`config.mk`:
```
export PLATFORM = sky130hd
export DESIGN_NAME = riscv_multicycle_controller
export DESIGN_NICKNAME = d
export VERILOG_FILES = /design/src/rtl/riscv_ctrl_pkg.sv /design/src/rtl/alu_decoder.sv /design/src/rtl/riscv_multicycle_controller.sv
export SDC_FILE = /design/constraint.sdc
export NUM_CORES = 1
export LEC_CHECK = 0
export BUFFER_PORTS_ARGS = -buffer_cell sky130_fd_sc_hd__buf_2
export CAP_MARGIN = 40
export CORE_UTILIZATION = 47
export CTS_CLUSTER_DIAMETER = 100
export DETAILED_ROUTE_END_ITERATION = 10
export PLACE_DENSITY = 0.73
export SYNTH_ARGS = -nofsm -noshare
export SYNTH_HDL_FRONTEND = slang
export SYNTH_HIERARCHICAL = 1
export SYNTH_SLANG_ARGS = --single-unit
```
`constraint.sdc`:
```
create_clock -name clk -period 1.5 [get_ports clk]
set_input_delay 0.075 -clock clk [delete_from_list [all_inputs] [get_ports clk]]
set_output_delay 0.075 -clock clk [all_outputs]
set_load 0.01 [all_outputs]
```
`src/rtl/riscv_ctrl_pkg.sv`:
```
// Shared encodings for the multicycle RISC-V control path: FSM states, opcodes,
// and the select/control encodings seen by the datapath and sign extender.
package riscv_ctrl_pkg;

    typedef enum logic [3:0] {
        S_FETCH,
        S_DECODE,
        S_MEMADR,
        S_MEMREAD,
        S_MEMWB,
        S_MEMWRITE,
        S_EXECR,
        S_EXECI,
        S_ALUWB,
        S_BEQ,
        S_JAL,
        S_ILLEGAL
    } state_t;

    localparam logic [6:0] OP_LW     = 7'b0000011;
    localparam logic [6:0] OP_SW     = 7'b0100011;
    localparam logic [6:0] OP_RTYPE  = 7'b0110011;
    localparam logic [6:0] OP_ITYPE  = 7'b0010011;
    localparam logic [6:0] OP_BRANCH = 7'b1100011;
    localparam logic [6:0] OP_JAL    = 7'b1101111;
    localparam logic [2:0] F3_BEQ    = 3'b000;

    typedef enum logic [1:0] {
        IMM_I = 2'b00,
        IMM_S = 2'b01,
        IMM_B = 2'b10,
        IMM_J = 2'b11
    } imm_src_t;

    typedef enum logic [2:0] {
        ALU_ADD = 3'b000,
        ALU_SUB = 3'b001,
        ALU_AND = 3'b010,
        ALU_OR  = 3'b011,
        ALU_SLT = 3'b101
    } alu_ctrl_t;

    typedef enum logic [1:0] {
        ALUOP_ADD   = 2'b00,
        ALUOP_SUB   = 2'b01,
        ALUOP_FUNCT = 2'b10
    } alu_op_t;

    typedef enum logic [1:0] {
        RES_ALUOUT = 2'b00,
        RES_RDATA  = 2'b01,
        RES_ALURES = 2'b10
    } result_src_t;

    typedef enum logic [1:0] {
        SRCA_PC    = 2'b00,
        SRCA_OLDPC = 2'b01,
        SRCA_RS1   = 2'b10
    } src_a_t;

    typedef enum logic [1:0] {
        SRCB_RS2  = 2'b00,
        SRCB_IMM  = 2'b01,
        SRCB_FOUR = 2'b10
    } src_b_t;

    function automatic imm_src_t imm_sel(input logic [6:0] op);
        case (op)
            OP_SW:     return IMM_S;
            OP_BRANCH: return IMM_B;
            OP_JAL:    return IMM_J;
            default:   return IMM_I;
        endcase
    endfunction

endpackage

```
`src/rtl/alu_decoder.sv`:
```
// Combinational ALU control decode from the FSM's alu_op and the instruction
// funct fields.
module alu_decoder
    import riscv_ctrl_pkg::*;
(
    input  logic [1:0] alu_op,
    input  logic [2:0] funct3,
    input  logic       funct7b5,
    input  logic       op5,
    output logic [2:0] alu_control
);

    always_comb begin
        alu_control = ALU_ADD;
        case (alu_op)
            ALUOP_ADD: alu_control = ALU_ADD;
            ALUOP_SUB: alu_control = ALU_SUB;
            default: begin
                // funct7b5 only selects sub for register-register ops; addi ignores it
                case (funct3)
                    3'b000:  alu_control = (op5 && funct7b5) ? ALU_SUB : ALU_ADD;
                    3'b010:  alu_control = ALU_SLT;
                    3'b110:  alu_control = ALU_OR;
                    3'b111:  alu_control = ALU_AND;
                    default: alu_control = ALU_ADD;
                endcase
            end
        endcase
    end

endmodule

```
`src/rtl/riscv_multicycle_controller.sv`:
```
// Main control FSM of the multicycle RISC-V core: sequences fetch through
// writeback, drives datapath selects/enables and counts retired instructions.
module riscv_multicycle_controller
    import riscv_ctrl_pkg::*;
#(
    parameter int unsigned INSTRET_W = 32
) (
    input  logic                 clk,
    input  logic                 rst,
    input  logic [6:0]           op,
    input  logic [2:0]           funct3,
    input  logic                 funct7b5,
    input  logic                 zero,
    input  logic                 mem_ready,
    output logic                 pc_write,
    output logic                 adr_src,
    output logic                 mem_write,
    output logic                 ir_write,
    output logic [1:0]           result_src,
    output logic [1:0]           alu_src_a,
    output logic [1:0]           alu_src_b,
    output logic [2:0]           alu_control,
    output logic [1:0]           imm_src,
    output logic                 reg_write,
    output logic                 illegal_instr,
    output logic [INSTRET_W-1:0] instret
);

    state_t  state, state_next;
    alu_op_t alu_op;
    logic    pc_update, branch, ir_write_i, mem_write_i, reg_write_i, retire;

    always_ff @(posedge clk or negedge rst) begin
        if (!rst) state <= S_FETCH;
        else      state <= state_next;
    end

    always_ff @(posedge clk or negedge rst) begin
        if (!rst)        instret <= '0;
        else if (retire) instret <= instret + {{(INSTRET_W-1){1'b0}}, 1'b1};
    end

    always_comb begin
        state_next = state;
        case (state)
            S_FETCH:   if (mem_ready) state_next = S_DECODE;
            S_DECODE: begin
                case (op)
                    OP_LW, OP_SW: state_next = S_MEMADR;
                    OP_RTYPE:     state_next = S_EXECR;
                    OP_ITYPE:     state_next = S_EXECI;
                    OP_BRANCH:    state_next = (funct3 == F3_BEQ) ? S_BEQ : S_ILLEGAL;
                    OP_JAL:       state_next = S_JAL;
                    default:      state_next = S_ILLEGAL;
                endcase
            end
            S_MEMADR:   state_next = (op == OP_LW) ? S_MEMREAD : S_MEMWRITE;
            S_MEMREAD:  if (mem_ready) state_next = S_MEMWB;
            S_MEMWB:    state_next = S_FETCH;
            S_MEMWRITE: if (mem_ready) state_next = S_FETCH;
            S_EXECR,
            S_EXECI:    state_next = S_ALUWB;
            S_ALUWB:    state_next = S_FETCH;
            S_BEQ:      state_next = S_FETCH;
            S_JAL:      state_next = S_ALUWB;
            S_ILLEGAL:  state_next = S_ILLEGAL;
            default:    state_next = S_FETCH;
        endcase
    end

    always_comb begin
        adr_src       = 1'b0;
        mem_write_i   = 1'b0;
        ir_write_i    = 1'b0;
        pc_update     = 1'b0;
        branch        = 1'b0;
        reg_write_i   = 1'b0;
        retire        = 1'b0;
        illegal_instr = 1'b0;
        result_src    = RES_ALUOUT;
        alu_src_a     = SRCA_PC;
        alu_src_b     = SRCB_RS2;
        alu_op        = ALUOP_ADD;
        case (state)
            S_FETCH: begin
                alu_src_b  = SRCB_FOUR;
                result_src = RES_ALURES;
                ir_write_i = mem_ready;
                pc_update  = mem_ready;
            end
            S_DECODE: begin
                alu_src_a = SRCA_OLDPC;
                alu_src_b = SRCB_IMM;
            end
            S_MEMADR: begin
                alu_src_a = SRCA_RS1;
                alu_src_b = SRCB_IMM;
            end
            S_MEMREAD: adr_src = 1'b1;
            S_MEMWB: begin
                result_src  = RES_RDATA;
                reg_write_i = 1'b1;
                retire      = 1'b1;
            end
            S_MEMWRITE: begin
                adr_src     = 1'b1;
                mem_write_i = 1'b1;
                retire      = mem_ready;
            end
            S_EXECR: begin
                alu_src_a = SRCA_RS1;
                alu_op    = ALUOP_FUNCT;
            end
            S_EXECI: begin
                alu_src_a = SRCA_RS1;
                alu_src_b = SRCB_IMM;
                alu_op    = ALUOP_FUNCT;
            end
            S_ALUWB: begin
                reg_write_i = 1'b1;
                retire      = 1'b1;
            end
            S_BEQ: begin
                alu_src_a = SRCA_RS1;
                alu_op    = ALUOP_SUB;
                branch    = 1'b1;
                retire    = 1'b1;
            end
            S_JAL: begin
                alu_src_a = SRCA_OLDPC;
                alu_src_b = SRCB_FOUR;
                pc_update = 1'b1;
            end
            S_ILLEGAL: illegal_instr = 1'b1;
            default: ;
        endcase
    end

    // Write enables are masked by the live reset level so nothing commits while held
    assign pc_write  = rst & (pc_update | (branch & zero));
    assign ir_write  = rst & ir_write_i;
    assign mem_write = rst & mem_write_i;
    assign reg_write = rst & reg_write_i;
    assign imm_src   = imm_sel(op);

    alu_decoder u_alu_decoder (
        .alu_op      (alu_op),
        .funct3      (funct3),
        .funct7b5    (funct7b5),
        .op5         (op[5]),
        .alu_control (alu_control)
    );

endmodule

```
==> summary.txt <==
Route
  – Drt wl/cell: 17.3 um
  – Iteration-0 DRC count of the detailed router: 172
  – DR pass1 iterations: 5
  – Final WL: 6.94 mm
  – Vias per cell: 5.68
  – Post-route DRC: 0
  – Post-route ant nets: 0
  – Via count: 2,270

Setup path
  – Slowest CP cell: dfrtp_2
  – CP Capture Type: output port
  – Slowest stage delay, CP: 430 ps
  – Critical Path Fanout Max: 8
  – Crit path cell chain: clkinv_2 > buf_12 > nor2_2 > a21oi_1 > nor3_1 > buf_2
  – WP data required: 1420 ps
  – WP data arrival: 1740 ps
  – Critical Path Source Type: register
  – Crit Path Class: reg -> out

Floorplanning
  – Site Rows: 24
  – Die Area: 4850 um2
  – Die X: 69.7 um
  – IO Pins: 64
  – Core footprint: 4380 um2
  – Starting Density: 49.1%
  – Die height: 69.7 um

Run status
  – Failing checks: setup timing
  – Outcome: finished with violations

STA
  – Min Tclk post-route: 1810 ps
  – Final Max Tran Viols: 0
  – Total Negative Setup Slacks: -4620 ps
  – Worst slew pin tran: 479 ps
  – Setup ws final: -310 ps
  – RSZ-0062 raised after global routing: yes
  – Maximum clock rate: 552 MHz
  – Final critical-path share of the clock period: 121%
  – Clock skew: 6.35 ps
  – Final Hold Violating Endpoints: 0
  – Final setup viols: 41
  – Slew margin rel.: 67.8%

Clock network
  – CTS tree: built
  – Clk_lat worst skew: 290 ps
  – CTS buffer count: 5
  – H-tree depth: 2
  – # clock sinks: 36
  – Worst-path clk slew: 70 ps
  – Clock Path Buffers: 2
  – Root Driver: clkbuf_8

Power and ir drop
  – Sw frac: 40.8%
  – PwrDens: 1250 nW/um2
  – Overall power: 0.00431 W
  – Peak VDD IR: 1.07 mV
  – Clock power share: 16.3%
  – Reg power frac: 28.9%
  – Leakage: 1.81 nW
  – Gate power share: 54.8%
  – Sw power: 0.00176 W
  – P_int: 0.00255 W

Synth
  – Seq/Total Area, Yosys: 41.9%
  – Synth Net Count: 242
  – Synth Instances: 226
  – Synth Area per Inst: 9.52 um2
  – Asr flop ratio synth: 100%
  – Post-synth EDFFs: 0
  – Post-Syn Area: 2150 um2
  – Yosys cell types: 51
  – Synth Register Bits: 36
  – Most used DFF post-synth: dfrtp_1
  – YS warnings: 6

Layout
  – Post-Layout Cell Count: 400
  – Fill count: 255
  – Fin nets: 363
  – Antenna Cells: 0
  – Share of cells above drive strength 1: 56.0%
  – Area added between synthesis and finish: 60.9%
  – Util after Layout: 79.0%

GRT
  – Vias in the first global route: 2,149
  – Global route overflow: 0
  – First-pass GRT wire length: 10.4 mm
  – Initial antenna violation count: 0
  – Gr usage total: 26.8%
  – Largest net degree at the start of global routing: 30

Place
  – Routability Congestion: 0.847
  – DP Cell Count: 371
  – Port-buffer cells: 63
  – Post-detail-place hpwl: 3.90 mm
  – DP Worst Slack: -149 ps

Worst hold path
  – Min-Delay Path Class: in -> reg

Run
  – Max cap viols: 0
layout make-up:
| class | count | area [um2] | area share [%] |
|---|---|---|---|
| well taps | 52 | 65.1 | 1.88 |
| multi-input cells | 174 | 1500 | 43.2 |
| clock inverters | 1 | 8.76 | 0.253 |
| flip-flops and latches | 36 | 906 | 26.2 |
| inverters | 7 | 40.0 | 1.16 |
| repair buffers | 123 | 871 | 25.1 |
| clock buffers | 7 | 76.3 | 2.20 |
power by group through the flow:
stage / logic, W / clock network [W] / registers, W
5_1_grt: 0.00254 / 0.000760 / 0.00126
3_3_place_gp: 0.00174 / 0 / 0.00123
2_1_floorplan: 0.00102 / 0 / 0.00129
3_5_place_dp: 0.00176 / 0 / 0.00125
4_1_cts: 0.00202 / 0.000701 / 0.00123
6_report: 0.00236 / 0.000703 / 0.00125
cell usage after synthesis, types with 2 or more instances:
library cell  instances  area share, %
and3_1                5            1.5
nand4_4               2            2.0
nor3_2                3            1.4
xor2_1               18            7.3
clkbuf_1              5           0.87
nand4_1               6            1.7
a21o_1                2           0.70
inv_1                 6            1.0
nor3_1               15            3.5
nor2_1               20            3.5
or2_2                 2           0.58
nor2b_1               2           0.58
and3_2                2           0.70
nor3_4                2            1.5
nor4_1                6            1.7
dfrtp_1              36             42
nand2b_1              2           0.58
buf_2                 3           0.70
nand2_1              23            4.0
a21oi_1               7            1.6
o21ai_0               2           0.47
nand3_1              14            3.3
xnor2_1              15            6.1
logic make-up after synthesis:
group	after synthesis	synth area share [%]
muxes	1	0.523
and+or+nand+nor	116	32.4
DFF	36	41.9
xor gates and xnor gates	33	13.4
adders and majority gates	1	0.581
AOI/OAI and AO/OA	22	7.56
buffers and inverters	17	3.66
metal layers:
metal	track usage [%]	vias up	wire length [um]
met4	10.7	0	294
met5	0	-	0
met2	43.5	106	3530
li1	-	1041	-
met1	34.6	1090	2680
met3	6.25	33	428
metrics by stage:
| stage | hold WS (ps) | cell area (um2) |
|---|---|---|
| after floorplan | -221 | 2180 |
| after global placement | -51.6 | 2810 |
| after detailed placement | -49.6 | 2810 |
| after CTS | 75.7 | 3210 |
| after global routing | 110 | 3460 |
| final | 75.2 | 3460 |
sequential cells by signal (all words and copies together) (netlist names):
| name | count |
|---|---|
| instret | 32 |
| state | 4 |
final timing paths:
check	cells after the start	slack [ps]	to	start
max reg2reg	7	-210	instret[18]	state[0]
max in group asynchronous	3	630	instret[4]	rst
min reg2reg	1	490	instret[31]	instret[31]
max	6	-310	pc_write	state[1]
min	3	80	state[1]	op[4]
min in group asynchronous	2	180	instret[22]	rst
critical path, delay by kind of cell, from the launching register on:
kind | cells | cell delay, ps
buf+inv | 3 | 540
simple gates | 2 | 370
flops | 1 | 430
compound gates | 1 | 100
cell usage in the layout, fill, tap and decap left out, types with 3 or more instances in the layout:
master	Yosys	layout
nor2_2	0	7
buf_6	0	16
nand3_1	14	8
inv_1	6	5
nand3_2	0	5
xnor2_1	15	13
dfrtp_1	36	32
nor2_1	20	8
clkbuf_8	1	5
nor3_1	15	8
nor3_2	3	3
a21oi_1	7	5
buf_4	0	42
buf_2	3	61
nand4_1	6	6
nand2_1	23	22
nor4_4	1	4
dfrtp_2	0	4
nor2_4	0	5
buf_12	0	3
xor2_1	18	18
nor3_4	2	9
and3_1	5	3
what timing repair did:
action                                  in CTS  in global routing
pin swaps                                   30                 16
endpoints found under the setup margin      36                 46
gates resized for setup                     45                 42
hold buffers                                 1                  0
buffers inserted                            12                  7
endpoints found under the hold margin        7                  0
cloned                                       1                  0
Note: power is estimated with default switching activity, not from simulation.
